File: config.mk
export PLATFORM = sky130hd
export DESIGN_NAME = instruction_fetch_unit
export DESIGN_NICKNAME = d
export VERILOG_FILES = /design/src/rtl/uproc_pkg.sv /design/src/rtl/program_counter.sv /design/src/rtl/instruction_fetch_unit.sv
export SDC_FILE = /design/constraint.sdc
export NUM_CORES = 1
export LEC_CHECK = 0
export ABC_AREA = 1
export CORE_UTILIZATION = 30
export CTS_CLUSTER_SIZE = 20
export DETAILED_ROUTE_END_ITERATION = 6
export PLACE_DENSITY_LB_ADDON = 0.3
export SLEW_MARGIN = 20
export SYNTH_ARGS = -nofsm -noshare
export SYNTH_HDL_FRONTEND = slang
export SYNTH_SLANG_ARGS = --single-unit
export TNS_END_PERCENT = 1
File: constraint.sdc
create_clock -name clk -period 2 [get_ports clk]
set_input_delay 0.3 -clock clk [delete_from_list [all_inputs] [get_ports clk]]
set_output_delay 0.3 -clock clk [all_outputs]
set_load 0.005 [all_outputs]
File: src/rtl/uproc_pkg.sv
// uproc_pkg: shared micro-processor constants and fetch-stage types
package uproc_pkg;
    localparam int INS_W = 13;
    localparam int PM_DEPTH = 256;
    localparam logic [4:0] OPCODE_HALT = 5'b11111;
    typedef enum logic [1:0] {IDLE, PRIME, RUN, HALT} fetch_state_t;
endpackage

File: src/rtl/program_counter.sv
// program_counter: fetch address register with clear, load-enable and wrap at DEPTH-1
module program_counter
    import uproc_pkg::*;
#(
    parameter int DEPTH = PM_DEPTH,
    parameter int ADDR_W = $clog2(DEPTH)
) (
    input  logic              clk,
    input  logic              rst_n,
    input  logic              clr,
    input  logic              ld,
    output logic [ADDR_W-1:0] addr
);
    localparam logic [ADDR_W-1:0] LAST = ADDR_W'(DEPTH - 1);
    logic [ADDR_W-1:0] addr_q, addr_d;
    always_comb addr_d = clr ? '0 : ld ? (addr_q == LAST ? '0 : addr_q + 1'b1) : addr_q;
    always_ff @(posedge clk) begin
        if (!rst_n) addr_q <= '0;
        else addr_q <= addr_d;
    end
    assign addr = addr_q;
endmodule

File: src/rtl/instruction_fetch_unit.sv
// instruction_fetch_unit: fetch FSM and instruction register feeding the decoder
module instruction_fetch_unit
    import uproc_pkg::*;
#(
    parameter int INS_W = uproc_pkg::INS_W,
    parameter int PM_DEPTH = uproc_pkg::PM_DEPTH,
    parameter int ADDR_W = $clog2(PM_DEPTH)
) (
    input  logic              clk,
    input  logic              rst_n,
    input  logic              en,
    input  logic              stall,
    input  logic              restart,
    output logic [ADDR_W-1:0] pm_addr,
    input  logic [INS_W-1:0]  pm_rdata,
    output logic [INS_W-1:0]  ins,
    output logic              ins_valid,
    output logic [ADDR_W-1:0] pc,
    output logic              halted
);
    fetch_state_t state_q, state_d;
    logic [INS_W-1:0] ins_q, ins_d;
    logic [ADDR_W-1:0] pc_q, pc_d, fetch_addr;
    logic ins_valid_q, ins_valid_d, halted_q, halted_d;
    logic pc_clr, pc_ld, is_halt;
    assign is_halt = pm_rdata[INS_W-1 -: 5] == OPCODE_HALT;
    program_counter #(.DEPTH(PM_DEPTH), .ADDR_W(ADDR_W)) u_pc (
        .clk  (clk),
        .rst_n(rst_n),
        .clr  (pc_clr),
        .ld   (pc_ld),
        .addr (fetch_addr)
    );
    always_comb begin
        state_d = state_q;
        ins_d = ins_q;
        pc_d = pc_q;
        ins_valid_d = ins_valid_q;
        halted_d = halted_q;
        pc_clr = 1'b0;
        pc_ld = 1'b0;
        case (state_q)
            IDLE: begin
                pc_clr = 1'b1;
                state_d = en ? PRIME : IDLE;
            end
            PRIME: begin
                ins_d = pm_rdata;
                pc_d = fetch_addr;
                pc_ld = 1'b1;
                ins_valid_d = 1'b1;
                state_d = RUN;
            end
            RUN: if (!stall) begin
                ins_d = pm_rdata;
                pc_d = fetch_addr;
                pc_ld = !is_halt;
                ins_valid_d = !is_halt;
                halted_d = is_halt;
                state_d = is_halt ? HALT : RUN;
            end
            HALT: if (restart) begin
                pc_clr = 1'b1;
                halted_d = 1'b0;
                ins_valid_d = 1'b0;
                state_d = PRIME;
            end
            default: state_d = IDLE;
        endcase
    end
    always_ff @(posedge clk) begin
        if (!rst_n) begin
            state_q <= IDLE;
            ins_q <= '0;
            pc_q <= '0;
            ins_valid_q <= 1'b0;
            halted_q <= 1'b0;
        end else begin
            state_q <= state_d;
            ins_q <= ins_d;
            pc_q <= pc_d;
            ins_valid_q <= ins_valid_d;
            halted_q <= halted_d;
        end
    end
    assign pm_addr = fetch_addr;
    assign ins = ins_q;
    assign ins_valid = ins_valid_q;
    assign pc = pc_q;
    assign halted = halted_q;
endmodule

# Word-level counts from Yosys, hierarchy flattened
# Cells that the tools add are included.
# classes
addsub	1
eq_ne	7
n_mux	19
bitwise	1
n_reduce_logical	10
# ops
op	n
$pmux 13 s2	1
$mux 8	2
$pmux 8 s2	1
$mux 13	1
$add 8x1->8 const B	1
$eq 8x8->1 const B	1
$pmux 2 s4	1
$mux 1	7
$pmux 1 s2	3
$reduce_and 3->1	2
$eq 5x5->1 const B	1
$eq 2x2->1 const B	2
$mux 2	2
$ne 2x2->1 const B	2
$reduce_and 2->1	2
$reduce_bool 2->1	2
$pmux 1 s3	1
$reduce_bool 3->1	1
$eq 2x1->1 const B	1
$logic_not 2->1	1
$reduce_or 2->1	1
$logic_not 1->1	1
$not 1->1	1
# totals
reg_bits	33
output_inout_bits	31
wordCells	44

# Longest topological paths before layout
# Gate-level depths: netlist (run 1).
# logic_depth
depth_word	4
mapped_depth	10
depth_no_buf	9

# Cells and area by module
# From an unflattened synthesis (run 1), not the netlist that was laid out.
# unflattened
cells_unflattened	200
hier_area_um2	1522.7
# by_module_without_submodules
mod	instances	cells_each	area_each_um2
instruction_fetch_unit	1	143	1119.8
program_counter	1	57	402.9

# Worst setup path before layout (run 1)
# OpenSTA, ideal clock, no wires.
# synth_path
path_type	register to register
from	register state_q[0]
to	register pc_q[2] (netlist: pc[2])
setup_ns	0.113
t_arrival_ns	1.328
required_time_ns	1.887
slack_ns	0.558
stages_incl_launch_ff	10
n_path_buf	1
period_less_slack_ns	1.442
path_cell_list	dfxtp_1 inv_1 ha_1 nand2_1 inv_2 a21oi_4 inv_4 buf_6 nor2_1 nor2_1
# synth_between
elab_chain_cells	3
# synth_lines
element	line	source
from (decl)	instruction_fetch_unit.sv:21	fetch_state_t state_q, state_d;
from (signal assigned)	instruction_fetch_unit.sv:79	state_q <= state_d;
$eq 2x2->1 or $eq 2x1->1 (tied branches)	instruction_fetch_unit.sv:42	case (state_q)
$ne 2x2->1 (no source line) or $reduce_bool 2->1 (tied branches)	-	
$reduce_and 2->1 (no source line)	-	
to (signal assigned)	instruction_fetch_unit.sv:81	pc_q <= pc_d;
to (decl)	instruction_fetch_unit.sv:23	logic [ADDR_W-1:0] pc_q, pc_d, fetch_addr;
# Parallel ways exist; a longest one is shown, timed or not.
# A chain may end at the register's enable or synchronous reset.

# Final worst setup path (run 1)
# layout_path
from	register state_q[0]
to	register pc_q[0] (netlist: pc[0])
# The elaborated chain is that of the path after synthesis.

==> results of run 1 <==
==> through the flow <==
stage | util (%) | hold WS (ns) | instance area (um2)
after floorplan | - | 0.428 | 1530
after global placement | 43.0 | 0.453 | 2070
after detailed placement | 43.0 | 0.456 | 2070
after CTS | 44.8 | 0.468 | 2160
after global routing | 44.8 | 0.492 | 2160
final | 44.8 | 0.472 | 2160
==> synthesized netlist by cell type (2+ instances only) <==
cell type | n | area [um2]
nor2_1 | 40 | 150
nand2_1 | 35 | 131
dfxtp_1 | 33 | 661
inv_1 | 24 | 90.1
a21oi_1 | 19 | 95.1
o21ai_1 | 13 | 65.1
nand3_1 | 12 | 60.1
o21ai_0 | 12 | 60.1
ha_1 | 5 | 62.6
buf_6 | 4 | 45.0
nor2_2 | 3 | 18.8
clkbuf_1 | 2 | 7.51
inv_2 | 2 | 7.51
nand3_2 | 2 | 20.0
==> power groups by stage <==
stage          logic [W]  registers, W  clock network [W]
5_1_grt          0.00145       0.00104           0.000539
4_1_cts          0.00132       0.00101           0.000516
3_5_place_dp     0.00132       0.00101                  0
2_1_floorplan   0.000749       0.00103                  0
3_3_place_gp     0.00131       0.00102                  0
6_report         0.00130       0.00101           0.000489
==> routing by layer <==
layer,global-route usage (%),share of wire [%],vias to the layer above
met5,0,0,-
met4,7.69,1.8,0
met3,3.43,7.4,6
met2,22.1,43,52
met1,18.3,48,653
li1,-,-,783
==> kinds of logic after synthesis <==
| logic type | synth area share (%) |
|---|---|
| and+or+nand+nor | 25.6 |
| AOI/OAI and AO/OA | 16.5 |
| buffers and inverters | 10.6 |
| DFF | 43.2 |
| adders and majority gates | 4.10 |
==> area by class of cell <==
| class | instances | area [um2] | area share, % |
|---|---|---|---|
| tap | 67 | 83.8 | 3.88 |
| sequential | 33 | 661 | 30.6 |
| clock inverter | 3 | 17.5 | 0.812 |
| multi-input combinational | 146 | 706 | 32.7 |
| timing repair buffer | 53 | 518 | 24.0 |
| inverter | 27 | 104 | 4.81 |
| clock buffer | 5 | 68.8 | 3.19 |
==> path summary, 6_finish.rpt <==
check / startpoint / endpoint / slack [ns] / cells past startpoint
min reg2reg: halted / halted / 0.47 / 2
max reg2reg: state_q[0] / pc[0] / 0.36 / 8
min: halted / halted / 0.47 / 2
max: state_q[0] / pc[0] / 0.36 / 8
==> flip-flops by register name, summed over array words and instances (netlist names) <==
| signal | cells |
|---|---|
| state_q | 2 |
| ins_valid | 1 |
| halted | 1 |
| pc | 8 |
| ins | 13 |
| u_pc.addr | 8 |
==> critical path: stages (launching register included) <==
cell and delay [ns]:
dfxtp_1 0.37, inv_1 0.08, ha_1 0.26, nand2_1 0.12
inv_2 0.05, a21oi_4 0.21, buf_4 0.26, o21ai_0 0.09
a21oi_1 0.12
==> results.cfg, run 1 <==
[synthesis]
syn_area_per_cell_um2 = 7.17
synth_warnings = 0
synth_nets = 236
syn_inst = 213
synth_edf_count = 0
synth_ff_type = dfxtp_1
synth_cell_types = 21
async_flop_share_pct = 0
ys_ff_latch = 33
seq_area_frac_synth_pct = 43.2
syn_area_um2 = 1530

[finish]
stdcell_count = 334
mostFrequentLayoutCells = 48 x clkdlybuf4s50_1, 40 x nor2_1, 35 x nand2_1
final_common_cell = clkdlybuf4s50_1
drive_gt1_share_pct = 8.99
fill_cells = 515
nets = 289
diodes = 0
syn2layout_area_growth_pct = 41.3

[placed_design]
place_inst = 326
gp_routability_congestion = 0.808
dp.final_hpwl_um = 2540
dp_slack_ns = 0.190
portBuffers = 48

[power_and_ir_drop]
p_int_w = 0.00177
p_leak_nw = 0.908
switchingPower_w = 0.00103
p_comb_share_pct = 46.5
swShare_pct = 36.8
ir_worst_vdd_mv = 0.696
finalPower_w = 0.00280
power_density_nw_per_um2 = 1300
p_clk_share_pct = 17.5
seq_power_share_pct = 36.0

[timing]
rsz0062_at_grt = no
fmax_mhz = 611
relSlewSlack_pct = 73.5
fin_ws_ns = 0.363
finalSetupViolations = 0
tightest_slew_ns = 0.398
fin_crit_ns = 1.64
drv_slew = 0
fin_setup_tns_ns = 0
skew_ns = 0.00606
final_hold_viol_count = 0
finalCritPeriodShare_pct = 81.9

[clock_tree]
cts.reportedPaths.clkPinSlew_ns = 0.07
ctsHoldBuffers = 0
clk_latency_ns = 0.29
cts_resized = 0
cts_root_buffer = clkbuf_8
cts_sinks = 33
cts_buffers = 5
cts_tree = built
cts_setup_buffers = 0
cts_max_path_buffers = 2
htreeDepth = 2

[floorplanning]
rows = 25
die-area_um2 = 5380
core_um2 = 4820
die_x_um = 73.4
die_height_um = 73.4
start_util_pct = 31.7
ioPinCount = 49

[routing]
wl_per_cell_um = 10.6
drtIter0Drc = 46
first_pass_iters = 4
drc = 0
via_count = 1494
vias_per_cell = 4.47
ant_nets = 0
totalWireLength_um = 3530

[global_routing]
grt_usage_pct = 14.3
grt_pass1_wl_um = 5860
grt_max_degree = 25
overflow = 0
grt_pass1_vias = 1302
antenna_found_initial = 0

[outcome]
outcome = completed

[critical_path]
cp_max_fo = 17
worstPathRequired_ns = 2.22
start_kind = flop
arrival_ns = 1.85
end_kind = flop
path_class = flop to flop

[hold_path]
worstHoldPathType = flop to flop

[job]
maxCapViolCount = 0
Power figures use the tool's default switching activity.
==> run 2: changes to the inputs <==
- clock period: 2 -> 1.4 ns (I/O delays scaled with it)
==> run 2 against run 1 <==
Compared with the run above: total power increased by 75%; hold slack got worse by 0.0092 ns; combinational power increased by 110%; clock skew increased by 0.00063 ns; final area increased by 16%; setup slack got worse by 0.35 ns; critical path depth increased by 1; count of clock-buffer cells in the layout unchanged; first-iteration DRC count increased by 78%; routed wire length increased by 19%; maximum frequency increased by 18%; via count increased by 7.0%; critical path type unchanged; highest routed layer unchanged.
==> results.cfg, run 2 (same netlist as run 1, synthesis figures left out) <==
[routing]
first_pass_iters = 4
totalWireLength_um = 4190
via_count = 1599
drtIter0Drc = 82
highest_layer = met4
dr_wl_met2_um = 2050
wl_per_cell_um = 11.9
wl_met1_um = 1890
vias_per_cell = 4.56
ant_nets = 0
drc = 0
wl_met3_um = 179

[timing]
skew_ns = 0.00668
tightest_slew_ns = 0.250
drv_slew = 0
fmax_mhz = 719
final_hold_viol_count = 0
relSlewSlack_pct = 83.3
rsz0062_at_grt = yes
fin_crit_ns = 1.39
whs_ns = 0.462
finalSetupViolations = 0
finalCritPeriodShare_pct = 99.4

[finish]
nets = 306
final_common_cell = clkdlybuf4s50_1
mostFrequentLayoutCells = 42 x clkdlybuf4s50_1, 40 x nor2_1, 32 x nand2_1
final_cell_area_um2 = 2500
multi_input_area_um2 = 801
syn2layout_area_growth_pct = 63.5
largest_reg_flops = 13
fill_cells = 480
layout.area.seq_um2 = 689
drive_gt1_share_pct = 28.5
diodes = 0
final_util_pct = 51.8

[power_and_ir_drop]
ir_worst_vdd_mv = 1.15
finalPower_w = 0.00491
power_density_nw_per_um2 = 1970
p_leak_nw = 1.11

[floorplanning]
core_um2 = 4820
die_x_um = 73.4
rows = 25
ioPinCount = 49
die-area_um2 = 5380
die_height_um = 73.4
start_util_pct = 31.7

[clock_tree]
clk_latency_ns = 0.29
htreeDepth = 2
cts_buffers = 5
cts_root_buffer = clkbuf_8
cts_sinks = 33
cts_max_path_buffers = 2
ctsHoldBuffers = 0
cts_tree = built
cts.reportedPaths.clkPinSlew_ns = 0.08

[critical_path]
path_class = flop to flop
ff2ff_path_depth = 9
arrival_ns = 1.63
cp_max_fo = 10
start_kind = flop
end_kind = flop
worstPathRequired_ns = 1.64

[global_routing]
grt_pass1_wl_um = 6270
overflow = 0
grt_max_degree = 21
grt_usage_pct = 15.5
grt_pass1_vias = 1419
antenna_found_initial = 0

[job]
maxCapViolCount = 0

[hold_path]
whs_path_depth = 2
worstHoldPathType = flop to flop

[placed_design]
portBuffers = 48
gp_routability_congestion = 0.838
dp.final_hpwl_um = 2690
placed_cell_area_um2 = 2180

[outcome]
outcome = completed
run 2: per-stage QoR:
step           setup WS [ns]  instances  TNS [ns]
2_1_floorplan       0.000170        213         0
3_3_place_gp          -0.117        339     -1.39
3_5_place_dp          -0.161        339     -1.52
4_1_cts              -0.0185        347   -0.0221
5_1_grt              -0.0396        351    -0.428
6_report             0.00826        351         0
run 2: what timing repair did:
| item | in CTS | in global routing |
|---|---|---|
| resized for setup | 15 | 48 |
| pin swaps | 0 | 3 |
| buffers inserted | 0 | 2 |
| setup endpoints to repair | 20 | 29 |
| gates cloned | 0 | 2 |
run 2: worst paths after layout:
path	startpoint	to	slack [ns]
max	state_q[0]	ins[4]	0.008
min	halted	halted	0.46
max reg2reg	state_q[0]	ins[4]	0.008
min reg2reg	halted	halted	0.46
run 2: critical path: stages, from the launching register on:
cell and delay [ns]:
dfxtp_4 0.37, inv_4 0.05, ha_4 0.17, nand2_2 0.08
inv_2 0.05, a21oi_4 0.15, buf_12 0.15, clkbuf_16 0.16
o21ai_1 0.06, nor2_1 0.09
run 2: power by group:
group	internal, W	leakage, nW	switching, W
Combinational	0.00144	0.793	0.00124
Clock	0.000349	0.0364	0.000388
Sequential	0.00129	0.278	0.000203
run 2: cell type report:
class / count / share of cell area, %
Clock inverter: 3 / 0.902
Multi-Input combinational cell: 146 / 32.1
Sequential cell: 33 / 27.6
Timing Repair Buffer: 70 / 28.9
Clock buffer: 5 / 2.76
Inverter: 27 / 4.46
Tap cell: 67 / 3.36
run 2: routing by layer:
layer | track usage [%] | up-vias
met5 | 0 | -
met4 | 7.69 | 0
met3 | 3.84 | 6
met2 | 25.5 | 45
met1 | 18.7 | 727
li1 | - | 821
